===== config.mk =====
export PLATFORM = sky130hd
export DESIGN_NAME = tx_scheduler
export DESIGN_NICKNAME = d
export VERILOG_FILES = /design/src/rtl/dwbuart_pkg.sv /design/src/rtl/tx_fifo.sv /design/src/rtl/tx_scheduler.sv
export SDC_FILE = /design/constraint.sdc
export NUM_CORES = 1
export LEC_CHECK = 0
export ABC_AREA = 1
export ABC_CLOCK_PERIOD_IN_PS = 2200
export CORE_MARGIN = 3
export CORE_UTILIZATION = 23
export DETAILED_ROUTE_END_ITERATION = 6
export GPL_ROUTABILITY_DRIVEN = 0
export PLACE_DENSITY = 0.43
export RECOVER_POWER = 100
export SLEW_MARGIN = 25
export SYNTH_ARGS = -nofsm -noshare
export SYNTH_HDL_FRONTEND = slang
export SYNTH_SLANG_ARGS = --single-unit

===== constraint.sdc =====
create_clock -name clk_i -period 2.2 [get_ports clk_i]
set_input_delay 0.33 -clock clk_i [delete_from_list [all_inputs] [get_ports clk_i]]
set_output_delay 0.33 -clock clk_i [all_outputs]
set_load 0.05 [all_outputs]

===== src/rtl/dwbuart_pkg.sv =====
// Shared types for the UART transmit path: scheduler state encoding and data width.
package dwbuart_pkg;
    localparam int TX_DATA_W = 8;

    typedef enum logic [1:0] {
        IDLE  = 2'd0,
        BUSY  = 2'd1,
        GUARD = 2'd2
    } tx_sched_state_t;
endpackage


===== src/rtl/tx_fifo.sv =====
// Transmit byte FIFO: power-of-two depth, naturally wrapping pointers, separate level counter.
// Head entry is presented combinationally on dout.
module tx_fifo
    import dwbuart_pkg::*;
#(
    parameter int DEPTH  = 8,
    parameter int DATA_W = TX_DATA_W,
    localparam int AW    = $clog2(DEPTH),
    localparam int LW    = $clog2(DEPTH + 1)
) (
    input  logic              clk_i,
    input  logic              rst_i,
    input  logic              push,
    input  logic              pop,
    input  logic              flush,
    input  logic [DATA_W-1:0] din,
    output logic [DATA_W-1:0] dout,
    output logic [LW-1:0]     level,
    output logic [LW-1:0]     level_nxt,
    output logic              full,
    output logic              empty
);
    logic [DATA_W-1:0] mem [DEPTH];
    logic [AW-1:0]     wr_ptr;
    logic [AW-1:0]     rd_ptr;

    assign dout  = mem[rd_ptr];
    assign empty = (level == '0);

    always_comb begin
        level_nxt = level;
        if (flush)
            level_nxt = '0;
        else
            level_nxt = level + LW'(push) - LW'(pop);
    end

    always_ff @(posedge clk_i) begin
        if (rst_i || flush) begin
            wr_ptr <= '0;
            rd_ptr <= '0;
            level  <= '0;
            full   <= 1'b0;
        end else begin
            if (push)
                wr_ptr <= wr_ptr + AW'(1);
            if (pop)
                rd_ptr <= rd_ptr + AW'(1);
            level <= level_nxt;
            full  <= (level_nxt == LW'(DEPTH));
        end
    end

    // Storage carries no reset; validity is tracked entirely by the pointers and level.
    always_ff @(posedge clk_i) begin
        if (push && !flush)
            mem[wr_ptr] <= din;
    end
endmodule


===== src/rtl/tx_scheduler.sv =====
// Transmit scheduler: queues software bytes and launches one tx_frontend frame per byte.
// Optional inter-frame guard gap enabled by defining DWBUART_TX_GUARD_EN.
module tx_scheduler
    import dwbuart_pkg::*;
#(
    parameter int DEPTH = 8,
    localparam int LW   = $clog2(DEPTH + 1)
) (
    input  logic                 clk_i,
    input  logic                 rst_i,
    input  logic                 cr_en_i,
`ifdef DWBUART_TX_GUARD_EN
    input  logic [7:0]           cr_guard_i,
`endif
    input  logic                 flush_i,
    input  logic                 wr_i,
    input  logic [TX_DATA_W-1:0] wr_data_i,
    input  logic                 ovf_clr_i,
    output logic                 full_o,
    output logic [LW-1:0]        level_o,
    output logic                 tc_o,
    output logic                 ovf_o,
    output logic                 transmit_o,
    output logic [TX_DATA_W-1:0] dr_o,
    input  logic                 done_i
);
    tx_sched_state_t      state;
    tx_sched_state_t      state_nxt;
    logic                 pop;
    logic                 push;
    logic                 drop;
    logic [TX_DATA_W-1:0] fifo_dout;
    logic [LW-1:0]        level_nxt;
    logic                 fifo_full;
    logic                 fifo_empty;
`ifdef DWBUART_TX_GUARD_EN
    logic [7:0]           guard_cnt;
`endif

    tx_fifo #(
        .DEPTH  (DEPTH),
        .DATA_W (TX_DATA_W)
    ) u_fifo (
        .clk_i     (clk_i),
        .rst_i     (rst_i),
        .push      (push),
        .pop       (pop),
        .flush     (flush_i),
        .din       (wr_data_i),
        .dout      (fifo_dout),
        .level     (level_o),
        .level_nxt (level_nxt),
        .full      (fifo_full),
        .empty     (fifo_empty)
    );

    assign full_o = fifo_full;

    // Launch decisions use the registered level, so a byte written into an empty FIFO waits a cycle.
    always_comb begin
        pop       = (state == IDLE) && cr_en_i && !fifo_empty && !flush_i;
        push      = wr_i && !flush_i && (!fifo_full || pop);
        drop      = wr_i && !flush_i && fifo_full && !pop;
        state_nxt = state;
        case (state)
            IDLE: if (pop) state_nxt = BUSY;
            BUSY: begin
                if (done_i)
                    state_nxt = IDLE;
`ifdef DWBUART_TX_GUARD_EN
                if (done_i && (cr_guard_i != 8'd0))
                    state_nxt = GUARD;
`endif
            end
`ifdef DWBUART_TX_GUARD_EN
            GUARD: if (guard_cnt <= 8'd1) state_nxt = IDLE;
`endif
            default: state_nxt = IDLE;
        endcase
    end

    always_ff @(posedge clk_i) begin
        if (rst_i) begin
            state      <= IDLE;
            transmit_o <= 1'b0;
            dr_o       <= '0;
            tc_o       <= 1'b1;
            ovf_o      <= 1'b0;
        end else begin
            state      <= state_nxt;
            transmit_o <= pop;
            if (pop)
                dr_o <= fifo_dout;
            tc_o <= (state_nxt == IDLE) && (level_nxt == '0) && !pop;
            if (drop)
                ovf_o <= 1'b1;
            else if (ovf_clr_i)
                ovf_o <= 1'b0;
        end
    end

`ifdef DWBUART_TX_GUARD_EN
    always_ff @(posedge clk_i) begin
        if (rst_i)
            guard_cnt <= 8'd0;
        else if ((state == BUSY) && done_i)
            guard_cnt <= cr_guard_i;
        else if (state == GUARD)
            guard_cnt <= guard_cnt - 8'd1;
    end
`endif
endmodule


==> impl_metrics.yaml, run 1 <==
outcome:
  status: "completed"
timing:
  rsz0062_at_grt: "true"
  clock_skew_ns: 0.00875
  finalSetupViolCount: 0
  maxSlewViolCount: 0
  min_period_ns: 2.10
  relSlewSlack_pct: 31.4
  setup-tns-final_ns: 0
  post-route-period-util_pct: 95.5
  tightest_slew_ns: 1.03
  fmax_ghz: 0.476
  finalHoldViolCount: 0
yosys:
  syn_nets: 416
  ys.flop_type: "edfxtp_1"
  yosys-top-cells-count: "nand2_1, inv_1, edfxtp_1"
  synthCells: 393
  synth_most_common_cell: "nand2_1"
  yosysSeqAreaShare_pct: 63.3
  syn_area_sq_mm: 0.00379
  synthTopCellsByArea: "edfxtp_1, dfxtp_1, nand2_1"
  ys_types: 26
  postSynthAreaPerCell_sq_um: 9.65
  synthArstFlopShare_pct: 0
  synth_top_cell_by_area: "edfxtp_1"
  yosysTopAreaCellShare_pct: 50.7
  ys_seq_elements: 88
  yosys_warnings: 0
  synth_edf_count: 64
pwr:
  power_per_cell_area_mw_per_mm2: 690
  p_seq_share_pct: 53.4
  power_frac_clock_pct: 40.7
  p_total_mw: 3.37
  combPwrFrac_pct: 5.9
  ir_drop_mv: 0.344
  power.internal_mw: 2.64
  p_sw_uw: 737
  cellLeakagePower_nw: 2.03
  swShare_pct: 21.8
grt:
  grt_antenna_before_repair: 0
  grt_max_degree: 35
  grt_pass1_wl_microns: 14600
  first_global_vias: 2800
  track_usage_pct: 10.6
  grt-ovfl-total: 0
worst_setup_path:
  worstPathRequired_ns: 2.48
  critPathLaunchType: "register"
  cp.arrival_ns: 2.38
  cp_common_cell: "ha_4"
  crit_slowest_cell: "fa_2"
  critical_path.cell_chain: "inv_2 > ha_4 > nand3_4 > nand2_4 > inv_6 > ha_4 > inv_2 > ha_4 > fa_2 > xor2_2 > nor3_2 > o21ai_1 > nor2_1"
  critical_path_peak_fanout: 2
  ff2ff_path_depth: 13
  slowest_delay_ns: 0.40
  worstSetupPathType: "reg -> reg"
  end_kind: "register"
die:
  die_area_sq_mm: 0.0181
  start_util_pct: 23.7
  core_sq_mm: 0.0160
  rows: 46
  die_w_microns: 134
  die_h_microns: 134
  io_pins: 31
clock_network:
  numCtsBuffers: 9
  htreeDepth: 3
  clock_path_buffers: 2
  clk-insertion-delay-late_ns: 0.34
  clk_pin_slew_ns: 0.06
  hold_buffers: 0
  root_buffer: "clkbuf_16"
  cts_tree: "yes"
  clkSinkCount: 88
final_layout:
  fin_nets: 476
  n_antenna_cell: 0
  area_growth_pct: 28.9
  drive_gt1_share_pct: 15.3
  utilization_pct: 30.5
detailed_routing:
  finalWirelength_microns: 8790
  drt-vias-per-instance: 3.93
  firstDrtPassIters: 5
  drc_errors: 0
  vias: 2650
  drt-initial-drc-count: 180
  wl_per_cell_microns: 13.0
  drtAntennaViolNets: 0
placement:
  io_buffers: 30
  dp.final_hpwl_microns: 6310
min_path:
  min_path_type: "in -> reg"
  holdPathStages: 3
run:
  cap_violations: 0
[critical path, delay by kind of cell, from the launching register on]
kind	cells	cell delay (ns)
flops	1	0.34
fa+ha+maj	4	0.93
buf+inv	3	0.14
xor+xnor	1	0.16
simple gates	4	0.39
compound gates	1	0.09
[cell type report]
type,instances,area (sq um)
clock inverter,5,32.5
fill,1731,11100
timing repair buffer,62,541
multi-input combinational,221,1120
tap,216,270
clock buffer,11,233
sequential,88,2410
inverter,71,274
[timing repair]
| item | CTS | global route |
|---|---|---|
| gates resized for setup | 1 | 3 |
| setup buffers | 0 | 1 |
| pin swaps | 0 | 5 |
| endpoints found under the setup margin | 1 | 2 |
[per-stage QoR]
step                      hold WS (ns)  setup slack [ns]  std cells  cell area (sq um)
after global routing             0.392           -0.0545        674               4890
final                            0.376            0.0982        674               4890
after CTS                        0.473            0.0236        673               4870
after detailed placement         0.464            -0.401        657               4600
after floorplan                  0.399           -0.0358        393               3860
after global placement           0.457            -0.358        657               4600
[cell families (layout without fill, tap and decap cells)]
logic type | after synthesis | in the layout | synth area share [%]
adders and majority gates | 8 | 8 | 2.84
xor gates and xnor gates | 2 | 2 | 0.462
DFF | 88 | 88 | 63.3
AOI/OAI and AO/OA | 20 | 20 | 3.00
other | 1 | 1 | 0.0989
and+or+nand+nor | 190 | 190 | 21.6
buffers and inverters | 84 | 149 | 8.64
[power by group through the flow]
stage	combinational (mW)	clock [mW]	sequential [mW]
3_5_place_dp	0.203	0	1.84
3_3_place_gp	0.203	0	1.84
4_1_cts	0.206	1.43	1.80
6_report	0.199	1.37	1.80
5_1_grt	0.221	1.50	1.80
2_1_floorplan	0.0789	0	1.86
[state kept, by name (all words and copies together) (netlist names)]
name and cells:
dr_o 8, ovf_o 1, state 2, tc_o 1, transmit_o 1, u_fifo.full 1, u_fifo.level 4, u_fifo.mem 64
u_fifo.rd_ptr 3, u_fifo.wr_ptr 3
[routing by layer]
| metal | wire length (microns) | part of all wire, % | global-route usage, % | up-vias |
|---|---|---|---|---|
| met3 | 293 | 3.3 | 2.29 | 20 |
| li1 | - | - | - | 1372 |
| met2 | 3990 | 45 | 16.6 | 58 |
| met4 | 305 | 3.5 | 6.17 | 0 |
| met5 | 0 | 0 | 0 | - |
| met1 | 4200 | 48 | 13.4 | 1200 |
[worst paths after layout]
| kind | startpoint | end | slack (ns) |
|---|---|---|---|
| setup / recovery | u_fifo.level[3]$_SDFF_PP0_ | tc_o$_SDFF_PP1_ | 0.1 |
| hold / removal | flush_i | u_fifo.full$_SDFF_PP0_ | 0.38 |
| setup reg to reg | u_fifo.level[3]$_SDFF_PP0_ | tc_o$_SDFF_PP1_ | 0.1 |
| hold reg to reg | ovf_o$_SDFFE_PP0P_ | ovf_o$_SDFFE_PP0P_ | 0.46 |
[layout by cell type (no fill, tap or decap), types with 2 or more instances in the layout]
cell type          n
a21oi_1           13
buf_4             31
clkbuf_1           2
clkbuf_16          9
clkdlybuf4s50_1   14
clkinv_1           3
dfxtp_1           20
dfxtp_4            3
dlygate4sd3_1     15
edfxtp_1          64
ha_1               4
ha_4               3
inv_1             64
inv_2              4
inv_6              2
nand2_1          111
nand3_1           51
nor2_1            17
nor2_2             4
o21ai_0            4
Note: power is estimated with default switching activity, not from simulation.
==> inputs of run 2 (changes only) <==
- CTS_CLUSTER_DIAMETER: default -> 40
==> results of run 2 <==
No change in the layout: final DEF, timing and power equal those of run 1.
==> inputs of run 3 (changes only) <==
- CTS_CLUSTER_SIZE: default -> 10
==> results of run 3 <==
No change in the layout: final DEF, timing and power equal those of run 1.
